## src/rtl/spi_ctrl_pkg.sv

```systemverilog
// -----------------------------------------------------------------------------
// spi_ctrl_pkg
// Shared definitions for the SPI transaction arbiter:
//   - FSM state encodings (legacy localparam constants plus a typed enum)
//   - bit offsets of the per-requester config word {C_POL, C_PH, CLK_DIV}
//   - width of the frame/gap down-counter
// No ports (package).
// -----------------------------------------------------------------------------
package spi_ctrl_pkg;

    localparam logic [2:0] ST_IDLE    = 3'd0;
    localparam logic [2:0] ST_SETUP   = 3'd1;
    localparam logic [2:0] ST_XFER    = 3'd2;
    localparam logic [2:0] ST_CAPTURE = 3'd3;
    localparam logic [2:0] ST_GAP     = 3'd4;

    typedef enum logic [2:0] {
        S_IDLE    = ST_IDLE,
        S_SETUP   = ST_SETUP,
        S_XFER    = ST_XFER,
        S_CAPTURE = ST_CAPTURE,
        S_GAP     = ST_GAP
    } state_e;

    // Config word layout: CLK_DIV occupies [freq_div-1:0], C_PH sits just
    // above it, C_POL is the top bit.
    localparam int CFG_DIV_LSB = 0;

    function automatic int cfg_ph_bit(input int freq_div);
        return freq_div;
    endfunction

    function automatic int cfg_pol_bit(input int freq_div);
        return freq_div + 1;
    endfunction

    // Largest frame is D_PACK << 2**freq_div; this width holds it unsigned.
    function automatic int cnt_width(input int d_pack, input int freq_div);
        return $clog2(d_pack) + (2 ** freq_div) + 1;
    endfunction

endpackage

```

## src/rtl/spi_rr_arbiter.sv

```systemverilog
// -----------------------------------------------------------------------------
// spi_rr_arbiter
// Combinational request arbiter for the SPI transaction controller.
//   SPI_ARB_RR_EN defined  : round robin, search starts at i_ptr+1 and wraps.
//   SPI_ARB_RR_EN undefined: fixed priority, lowest index wins, i_ptr ignored.
// Ports:
//   i_req     [N_REQ-1:0]  request levels
//   i_ptr     [IDX_W-1:0]  index of the last granted requester
//   o_win_oh  [N_REQ-1:0]  one-hot winner (zero when no request)
//   o_win_idx [IDX_W-1:0]  winner index
// -----------------------------------------------------------------------------
module spi_rr_arbiter #(
    parameter int N_REQ = 4,
    parameter int IDX_W = $clog2(N_REQ)
) (
    input  logic [N_REQ-1:0] i_req,
    input  logic [IDX_W-1:0] i_ptr,
    output logic [N_REQ-1:0] o_win_oh,
    output logic [IDX_W-1:0] o_win_idx
);

`ifdef SPI_ARB_RR_EN
    always_comb begin
        int               j;
        logic             w_found;
        logic [IDX_W-1:0] w_j;
        o_win_oh  = '0;
        o_win_idx = '0;
        w_found   = 1'b0;
        j         = 0;
        w_j       = '0;
        for (int k = 1; k <= N_REQ; k++) begin
            j = int'(i_ptr) + k;
            if (j >= N_REQ) j = j - N_REQ;
            w_j = IDX_W'(j);
            if (!w_found && i_req[w_j]) begin
                o_win_oh[w_j] = 1'b1;
                o_win_idx     = w_j;
                w_found       = 1'b1;
            end
        end
    end
`else
    logic w_ptr_unused;
    assign w_ptr_unused = ^i_ptr;

    always_comb begin
        logic             w_found;
        logic [IDX_W-1:0] w_j;
        o_win_oh  = '0;
        o_win_idx = '0;
        w_found   = 1'b0;
        w_j       = '0;
        for (int i = 0; i < N_REQ; i++) begin
            w_j = IDX_W'(i);
            if (!w_found && i_req[w_j]) begin
                o_win_oh[w_j] = 1'b1;
                o_win_idx     = w_j;
                w_found       = 1'b1;
            end
        end
    end
`endif

endmodule

```

## src/rtl/spi_txn_arbiter.sv

```systemverilog
// -----------------------------------------------------------------------------
// spi_txn_arbiter
// Shares one SPI master between N_REQ requesters: arbitrates, latches the
// winner's slave select / mode / divider / TX byte into the master controls,
// holds SPI_ENABLE low for exactly one frame, then returns the RX byte with a
// one-cycle DONE strobe.
// Build option: SPI_ARB_RR_EN selects round-robin arbitration (default build
// is fixed priority, lowest index wins).
// Ports:
//   CLOCK, RST (sync, active high)
//   REQ, REQ_ADDR [N_REQ]        request / slave-select levels
//   REQ_CFG  [N_REQ*(FREQ_DIV+2)] per requester {C_POL, C_PH, CLK_DIV}
//   REQ_TX   [N_REQ*D_PACK]       per requester TX byte
//   GNT, DONE [N_REQ]             one-hot grant / completion strobe
//   RX_DATA  [D_PACK]             captured RX byte
//   SPI_ENABLE (low = run), SPI_ADDR, SPI_C_POL, SPI_C_PH, SPI_CLK_DIV,
//   SPI_TX_DATA                   registered master controls
//   SPI_BUSY, SPI_RX_DATA         master status / RX byte
//
// state   | meaning
// IDLE    | sample REQ, grant winner and latch its controls
// SETUP   | controls stable, wait for master not busy, load frame count
// XFER    | SPI_ENABLE low, count down one frame
// CAPTURE | DONE strobe, RX byte valid, grant released
// GAP     | idle spacing before the next arbitration
// -----------------------------------------------------------------------------
module spi_txn_arbiter
    import spi_ctrl_pkg::*;
#(
    parameter int N_REQ      = 4,
    parameter int D_PACK     = 8,
    parameter int FREQ_DIV   = 3,
    parameter int GAP_CYCLES = 2
) (
    input  logic                         CLOCK,
    input  logic                         RST,
    input  logic [N_REQ-1:0]             REQ,
    input  logic [N_REQ-1:0]             REQ_ADDR,
    input  logic [N_REQ*(FREQ_DIV+2)-1:0] REQ_CFG,
    input  logic [N_REQ*D_PACK-1:0]      REQ_TX,
    output logic [N_REQ-1:0]             GNT,
    output logic [N_REQ-1:0]             DONE,
    output logic [D_PACK-1:0]            RX_DATA,
    output logic                         SPI_ENABLE,
    output logic                         SPI_ADDR,
    output logic                         SPI_C_POL,
    output logic                         SPI_C_PH,
    output logic [FREQ_DIV-1:0]          SPI_CLK_DIV,
    output logic [D_PACK-1:0]            SPI_TX_DATA,
    input  logic                         SPI_BUSY,
    input  logic [D_PACK-1:0]            SPI_RX_DATA
);

    localparam int IDX_W   = $clog2(N_REQ);
    localparam int CFG_W   = FREQ_DIV + 2;
    localparam int CNT_W   = cnt_width(D_PACK, FREQ_DIV);
    localparam int PH_BIT  = cfg_ph_bit(FREQ_DIV);
    localparam int POL_BIT = cfg_pol_bit(FREQ_DIV);

    localparam logic [CNT_W-1:0] FRAME_BASE = CNT_W'(D_PACK);
    localparam logic [CNT_W-1:0] GAP_LOAD   = CNT_W'(GAP_CYCLES);
    localparam logic [CNT_W-1:0] CNT_ONE    = CNT_W'(1);

    state_e              r_state;
    logic [N_REQ-1:0]    r_gnt;
    logic [N_REQ-1:0]    r_done;
    logic [D_PACK-1:0]   r_rx;
    logic                r_enable;
    logic                r_addr;
    logic                r_cpol;
    logic                r_cph;
    logic [FREQ_DIV-1:0] r_clk_div;
    logic [D_PACK-1:0]   r_tx;
    logic [CNT_W-1:0]    r_cnt;

    logic [N_REQ-1:0]    w_win_oh;
    logic [IDX_W-1:0]    w_win_idx;
    logic [IDX_W-1:0]    w_ptr;
    logic [CFG_W-1:0]    w_sel_cfg;
    logic [D_PACK-1:0]   w_sel_tx;
    logic                w_sel_addr;
    logic [FREQ_DIV:0]   w_shamt;
    logic [CNT_W-1:0]    w_frame_len;

`ifdef SPI_ARB_RR_EN
    logic [IDX_W-1:0]    r_ptr;
    assign w_ptr = r_ptr;
`else
    assign w_ptr = IDX_W'(N_REQ - 1);
`endif

    spi_rr_arbiter #(
        .N_REQ (N_REQ),
        .IDX_W (IDX_W)
    ) u_arb (
        .i_req     (REQ),
        .i_ptr     (w_ptr),
        .o_win_oh  (w_win_oh),
        .o_win_idx (w_win_idx)
    );

    always_comb begin
        w_sel_cfg  = '0;
        w_sel_tx   = '0;
        w_sel_addr = 1'b1;
        for (int i = 0; i < N_REQ; i++) begin
            if (w_win_idx == IDX_W'(i)) begin
                w_sel_cfg  = REQ_CFG[i*CFG_W +: CFG_W];
                w_sel_tx   = REQ_TX[i*D_PACK +: D_PACK];
                w_sel_addr = REQ_ADDR[i];
            end
        end
    end

    // Shift amount is one bit wider than CLK_DIV so div = max does not wrap.
    assign w_shamt     = {1'b0, r_clk_div} + {{FREQ_DIV{1'b0}}, 1'b1};
    assign w_frame_len = FRAME_BASE << w_shamt;

    always_ff @(posedge CLOCK) begin
        if (RST) begin
            r_state   <= S_IDLE;
            r_gnt     <= '0;
            r_done    <= '0;
            r_rx      <= '0;
            r_enable  <= 1'b1;
            r_addr    <= 1'b1;
            r_cpol    <= 1'b0;
            r_cph     <= 1'b0;
            r_clk_div <= '0;
            r_tx      <= '0;
            r_cnt     <= '0;
`ifdef SPI_ARB_RR_EN
            r_ptr     <= IDX_W'(N_REQ - 1);
`endif
        end else begin
            r_done <= '0;
            case (r_state)
                S_IDLE: begin
                    if (|REQ) begin
                        r_gnt     <= w_win_oh;
                        r_addr    <= w_sel_addr;
                        r_cpol    <= w_sel_cfg[POL_BIT];
                        r_cph     <= w_sel_cfg[PH_BIT];
                        r_clk_div <= w_sel_cfg[CFG_DIV_LSB +: FREQ_DIV];
                        r_tx      <= w_sel_tx;
`ifdef SPI_ARB_RR_EN
                        r_ptr     <= w_win_idx;
`endif
                        r_state   <= S_SETUP;
                    end
                end
                S_SETUP: begin
                    if (!SPI_BUSY) begin
                        r_cnt    <= w_frame_len;
                        r_enable <= 1'b0;
                        r_state  <= S_XFER;
                    end
                end
                S_XFER: begin
                    // DONE, RX_DATA and the grant release all land on the
                    // edge that leaves XFER so they are coherent in CAPTURE.
                    if (r_cnt == CNT_ONE) begin
                        r_enable <= 1'b1;
                        r_rx     <= SPI_RX_DATA;
                        r_done   <= r_gnt;
                        r_gnt    <= '0;
                        r_state  <= S_CAPTURE;
                    end else begin
                        r_cnt <= r_cnt - CNT_ONE;
                    end
                end
                S_CAPTURE: begin
                    if (GAP_CYCLES == 0) begin
                        r_state <= S_IDLE;
                    end else begin
                        r_cnt   <= GAP_LOAD;
                        r_state <= S_GAP;
                    end
                end
                S_GAP: begin
                    if (r_cnt == CNT_ONE) begin
                        r_state <= S_IDLE;
                    end else begin
                        r_cnt <= r_cnt - CNT_ONE;
                    end
                end
                default: r_state <= S_IDLE;
            endcase
        end
    end

    assign GNT         = r_gnt;
    assign DONE        = r_done;
    assign RX_DATA     = r_rx;
    assign SPI_ENABLE  = r_enable;
    assign SPI_ADDR    = r_addr;
    assign SPI_C_POL   = r_cpol;
    assign SPI_C_PH    = r_cph;
    assign SPI_CLK_DIV = r_clk_div;
    assign SPI_TX_DATA = r_tx;

endmodule

```

## config.mk

```make
export PLATFORM = sky130hd
export DESIGN_NAME = spi_txn_arbiter
export DESIGN_NICKNAME = d
export VERILOG_FILES = /design/src/rtl/spi_ctrl_pkg.sv /design/src/rtl/spi_rr_arbiter.sv /design/src/rtl/spi_txn_arbiter.sv
export SDC_FILE = /design/constraint.sdc
export NUM_CORES = 1
export LEC_CHECK = 0
export ABC_AREA = 1
export CAP_MARGIN = 20
export CORE_UTILIZATION = 30
export DETAILED_ROUTE_END_ITERATION = 10
export PLACE_DENSITY_LB_ADDON = 0.15
export SLEW_MARGIN = 20
export SYNTH_ARGS = -nofsm -noshare
export SYNTH_HDL_FRONTEND = slang
export SYNTH_SLANG_ARGS = --single-unit
```

## constraint.sdc

```tcl
create_clock -name CLOCK -period 1.8 [get_ports CLOCK]
set_input_delay 0.36 -clock CLOCK [delete_from_list [all_inputs] [get_ports CLOCK]]
set_output_delay 0.36 -clock CLOCK [all_outputs]
set_load 0.05 [all_outputs]
```

# == Word level (Yosys, flattened, before mapping) ==
# Index checks and enable logic that the tools add are counted.
# totals
ff_bits,46
latchBits,0
ramBits,0
mem_bits_ro,0
inputBits,71
output_inout_bits,31
elab_cells,84
memories,0
# classes
add_sub_neg,2
n_mul,0
div,0
order_cmp,0
n_eq_ne,13
n_shift,1
mux,35
bitwise_logic,2
reduce_logical,20
# ops
operator,count
case mux 12 bit (3 select lines),1
two-way mux 8 bit,4
two-way mux 12 bit,2
two-way mux 5 bit,4
case mux 3 bit (5 select lines),1
two-way mux 1 bit,13
"equality test 12 x 1 -> 1 bit, second input constant",1
two-way mux 3 bit,4
"<< shifter 4 x 4 -> 12 bit, first input constant",1
"subtractor 12 x 1 -> 12 bit, second input constant",1
"inequality test 2 bit, second input constant",5
AND reduction 3 bit,3
two-way mux 4 bit,2
case mux 4 bit (2 select lines),1
"equality test 3 x 2 -> 1 bit, second input constant",2
"adder 3 x 1 -> 4 bit, second input constant",1
"equality test 2 bit, second input constant",2
two-way mux 2 bit,2
AND reduction 2 bit,2
AND reduction 4 bit,1
nonzero test 2 bit,2
OR reduction 4 bit,1
"equality test 3 x 1 -> 1 bit, second input constant",1
"equality test 3 bit, second input constant",1
10 further kinds,15

# == Depth between registers and ports, before layout ==
# logic_depth
word_depth,15
mapped_depth,10
ltp_nobuf,10

# == By module ==
# From an unflattened synthesis, not the netlist that was laid out.
# hier_totals
cells_unflattened,422
area_unflattened_um2,2635.0
# modules_own_cells
mod,instances,cells_per_inst,area_each_um2,seq_area_each_um2
spi_txn_arbiter,1,409,2576.2,920.9
spi_rr_arbiter,1,13,58.8,0.0

# == Least setup slack after synthesis ==
# No wires, ideal clock.
# synth_path
kind,input -> register
start,in REQ[2]
end,reg r_clk_div[2] (netlist: SPI_CLK_DIV[2])
setup_time_ns,0.132
arrival_time_ns,1.263
t_required_ns,1.668
setup_slack_ns,0.405
stages,8
path_buffers,2
cell_sequence,clkbuf_1 -> inv_1 -> nand3_2 -> buf_2 -> nand2_1 -> nand3b_1 -> nand2_1 -> a21oi_1
# synth_between
elab_chain_cells,10
word_cells_on_any_way,16
cone_classes,eq/ne (3); mux (7); reduce/logical (6)
# synth_lines
element,line,rtl
start: declaration,spi_txn_arbiter.sv:37,"input logic [N_REQ-1:0] REQ,"
logical AND 1 bit,spi_rr_arbiter.sv:56,if (!w_found && i_req[w_j]) begin
two-way mux 1 bit,spi_rr_arbiter.sv:56,
zero test 1 bit,spi_rr_arbiter.sv:56,
logical AND 1 bit,spi_rr_arbiter.sv:56,
two-way mux 2 bit,spi_rr_arbiter.sv:56,
zero test 2 bit,spi_txn_arbiter.sv:107,if (w_win_idx == IDX_W'(i)) begin
two-way mux 5 bit (4 in series),spi_txn_arbiter.sv:107,
end signal: assignment,spi_txn_arbiter.sv:144,r_clk_div <= w_sel_cfg[CFG_DIV_LSB +: FREQ_DIV];
end: declaration,spi_txn_arbiter.sv:72,logic [FREQ_DIV-1:0] r_clk_div;
# Several ways; a longest one is shown, not always the timed one.
# A chain may end at the register's enable or synchronous reset.

# == Final worst setup path ==
# layout_path
start,reg r_state[1]
end,reg r_cnt[5]
# layout_between
elab_chain_cells,4
word_cells_on_any_way,10
cone_classes,eq/ne (6); mux (1); reduce/logical (3)
# layout_lines
element,line,rtl
start: declaration,spi_txn_arbiter.sv:64,state_e r_state;
start signal: assignment,spi_txn_arbiter.sv:121,r_state <= S_IDLE;
start signal: assignment,spi_txn_arbiter.sv:149,r_state <= S_SETUP;
start signal: assignment,spi_txn_arbiter.sv:156,r_state <= S_XFER;
equality test 3 bit or equality test 3 x 2 -> 1 bit (tied branches),spi_txn_arbiter.sv:137,case (r_state)
OR reduction 2 bit (no source line),-,
inequality test 2 bit (no source line) or nonzero test 3 bit (tied branches),-,
AND reduction 3 bit (no source line),-,
end signal: assignment,spi_txn_arbiter.sv:154,r_cnt <= w_frame_len;
end signal: assignment,spi_txn_arbiter.sv:169,r_cnt <= r_cnt - CNT_ONE;
end signal: assignment,spi_txn_arbiter.sv:184,r_cnt <= r_cnt - CNT_ONE;
end: declaration,spi_txn_arbiter.sv:74,logic [CNT_W-1:0] r_cnt;
# Several ways; a longest one is shown, not always the timed one.

==> run metrics <==
placed cell area=0.003874 mm2; layout cell share with drive strength beyond 1=13.50%; status=complete, but fails checks; Clock power frac=20.3%; # rows=34; Max Fclk=623.6 MHz; CTS buffer count=5; Area growth syn-to-layout=44.78%; Reg power frac=33.3%; Root Buffer=clkbuf_8; post-synth net total=526; Post-synth ARST share=0%; max_cap viols=0; First DRT Iteration DRCs=106; Post-synth top flop=dfxtp_1; Avg Cell Area, Syn=6.088 um2; Sink Count=46; DR vias/cell=4.677; busiest grt layer=met2; die height=97.88 um; worst hold slack=0.4484 ns; CP peak stage delay=0.51 ns; warnings from Yosys=0; worst skew pair latency=0.31 ns; worst vdd ir=0.3962 mV; H-tree depth reported by CTS=2; Synth area leaders=dfxtp_1 33%, nand2_1 21%, nor2_1 10%; Arr. time, crit path=1.82 ns; via count=3138; width of the chip=97.88 um; crit-path max FO=17; CTS tree=done; DRC errors left=1; met1 Resource Use GR=23.03%; PnR worst setup slack=0.1963 ns; Final Instance Area=0.003993 mm2; num ports=102; Critical Path Start Type=flop; Yosys top cell area share=33.39%; final-report setup violation count=0; setup TNS=0 ns; Pre-Repair DR Iteration Count=7; Worst Path Required=2.01 ns; Final Hold Fails=0; Post-synth EDFFs=0; Seq cells post-synth=46; dpl ws=-0.07036 ns; Sw Share=42.70%; Slowest cell on crit path=dfxtp_1; first-pass GRT wire length=14030 um; fin crit share=89.10%; Slew Limit Fails=0; Global Route met3 Usage=4.295%; CP bufs+invs=1; drt wl/cell=12.35 um; Slew @ Worst Pin=0.3336 ns; Switch Pwr=1.662 mW; Diodes inserted=0; Synth cell types=28; starting density of the core=31.32%; Final nets=635; CP Class=reg -> reg; P_int=2.231 mW; CP top delay family=simple AND/OR/NAND/NOR gates; worst hold path type=reg -> reg; vias in the first global route=3022; cell area after synthesis=0.002758 mm2; max_slew headroom=77.74%; Core Util, Final=45.34%; critical path, cell by cell=inv_2 > nand2_1 > nand3_2 > nand3_4 > nand3_4 > nor2_1 > nor2_1; filler instances=946; Die Area=0.009580 mm2; Static Leak=1.860 nW; CTS Buffer Depth=2; Core Area=0.008806 mm2; grt ovf=0; Reg clk slew, reported paths=0.10 ns; Critical Path End Type=flop; PwrDens=975.2 mW/mm2; global routing usage on met2=29.90%; Post-Layout Cell Count=671; sequential-to-total area share from yosys stat=33.39%; violated checks=design-rule violations; initial antenna violation count=0; Antenna Violating Nets Remaining=0; Post-Syn Instances=453; combinational share of power=46.4%; postcts setup bufs=0; final WL=8290 um; GRT Resource Usage Total=17.79%; Synth area leader=dfxtp_1; crit path time final=1.604 ns; Final Power=3.893 mW; largest net degree at the start of global routing=29; Final HPWL DP=6562 um; skew final=0.009245 ns; routability congestion estimate=0.8380; Inst Count DP=663; I/O Buffers=101
-- per-layer routing --
metal	vias to the layer above	share of wire [%]	wire, um
met2	80	47	3876
met5	-	0	0
met3	4	5.9	489
met4	0	0.62	51
met1	1388	47	3871
li1	1666	-	-
-- cell usage in the layout, fill, tap and decap left out, types with 3 or more instances in the layout --
master,netlist,routed
a21oi_1,39,39
buf_4,0,47
clkbuf_8,0,5
clkdlybuf4s50_1,0,70
dfxtp_1,46,46
inv_1,35,34
nand2_1,154,154
nand3_1,42,41
nand3_2,3,4
nand3_4,3,3
nand3b_1,4,4
nand4_1,9,9
nor2_1,75,75
nor2_2,6,6
o21ai_0,5,5
-- worst min-delay path, cell delays in order (launching register included) --
cell and delay, ns:
dfxtp_1 0.33, inv_1 0.05, nor2_1 0.03
-- what timing repair did --
| item | 4_1_cts | 5_1_grt |
|---|---|---|
| hold buffers | 0 | 0 |
| resized for setup | 0 | 2 |
| endpoints found under the setup margin | 0 | 8 |
| endpoints found under the hold margin | 0 | 0 |
-- cell usage after synthesis, types with 2 or more instances --
cell,n
buf_2,7
inv_2,2
inv_1,35
ha_1,2
a21oi_1,39
nor3_1,2
o21ai_0,5
nand2_2,2
clkbuf_1,7
nand3_1,42
nor2_2,6
nand3_2,3
nand3_4,3
nand3b_1,4
dfxtp_1,46
nor2_1,75
nand4_1,9
nand2_1,154
-- final cells by class --
class | count | area (um2) | share of cell area, %
multi-input combinational | 355 | 1630 | 40.83
timing repair buffer | 117 | 1054 | 26.39
sequential | 46 | 920.9 | 23.06
inverter | 37 | 142.6 | 3.573
tap | 108 | 135.1 | 3.385
clock buffer | 6 | 72.57 | 1.818
clock inverter | 2 | 37.54 | 0.9401
-- cell families (layout without fill, tap and decap cells) --
family | count (synthesis) | after routing | share of synthesized area, %
xor gates and xnor gates | 1 | 1 | 0.3177
AOI/OAI and AO/OA | 49 | 49 | 9.347
adders and majority gates | 2 | 2 | 0.9073
buffers and inverters | 52 | 162 | 7.668
DFF | 46 | 46 | 33.39
and+or+nand+nor | 303 | 303 | 48.37
-- path summary, 6_finish.rpt --
kind         startpoint        to  slack [ns]  depth (start not counted)
max          r_state[1]  r_cnt[5]        0.20                          7
max reg2reg  r_state[1]  r_cnt[5]        0.20                          7
min reg2reg      GNT[1]   DONE[1]        0.45                          2
min              GNT[1]   DONE[1]        0.45                          2
-- registers in the layout, summed over array words and instances (netlist names) --
| name | flops |
|---|---|
| r_cnt | 12 |
| RX_DATA | 8 |
| SPI_TX_DATA | 8 |
| DONE | 4 |
| GNT | 4 |
| SPI_CLK_DIV | 3 |
| r_state | 3 |
| SPI_ADDR | 1 |
| SPI_C_PH | 1 |
| SPI_C_POL | 1 |
| SPI_ENABLE | 1 |
-- power by group through the flow --
| stage | Sequential [mW] | Clock, mW | Combinational, mW |
|---|---|---|---|
| floorplan | 1.52 | 0 | 1.07 |
| global placement | 1.32 | 0 | 1.79 |
| detailed placement | 1.32 | 0 | 1.80 |
| CTS | 1.30 | 0.817 | 1.81 |
| global route | 1.32 | 0.853 | 2.03 |
| finish | 1.30 | 0.791 | 1.80 |
Power figures use the tool's default switching activity.
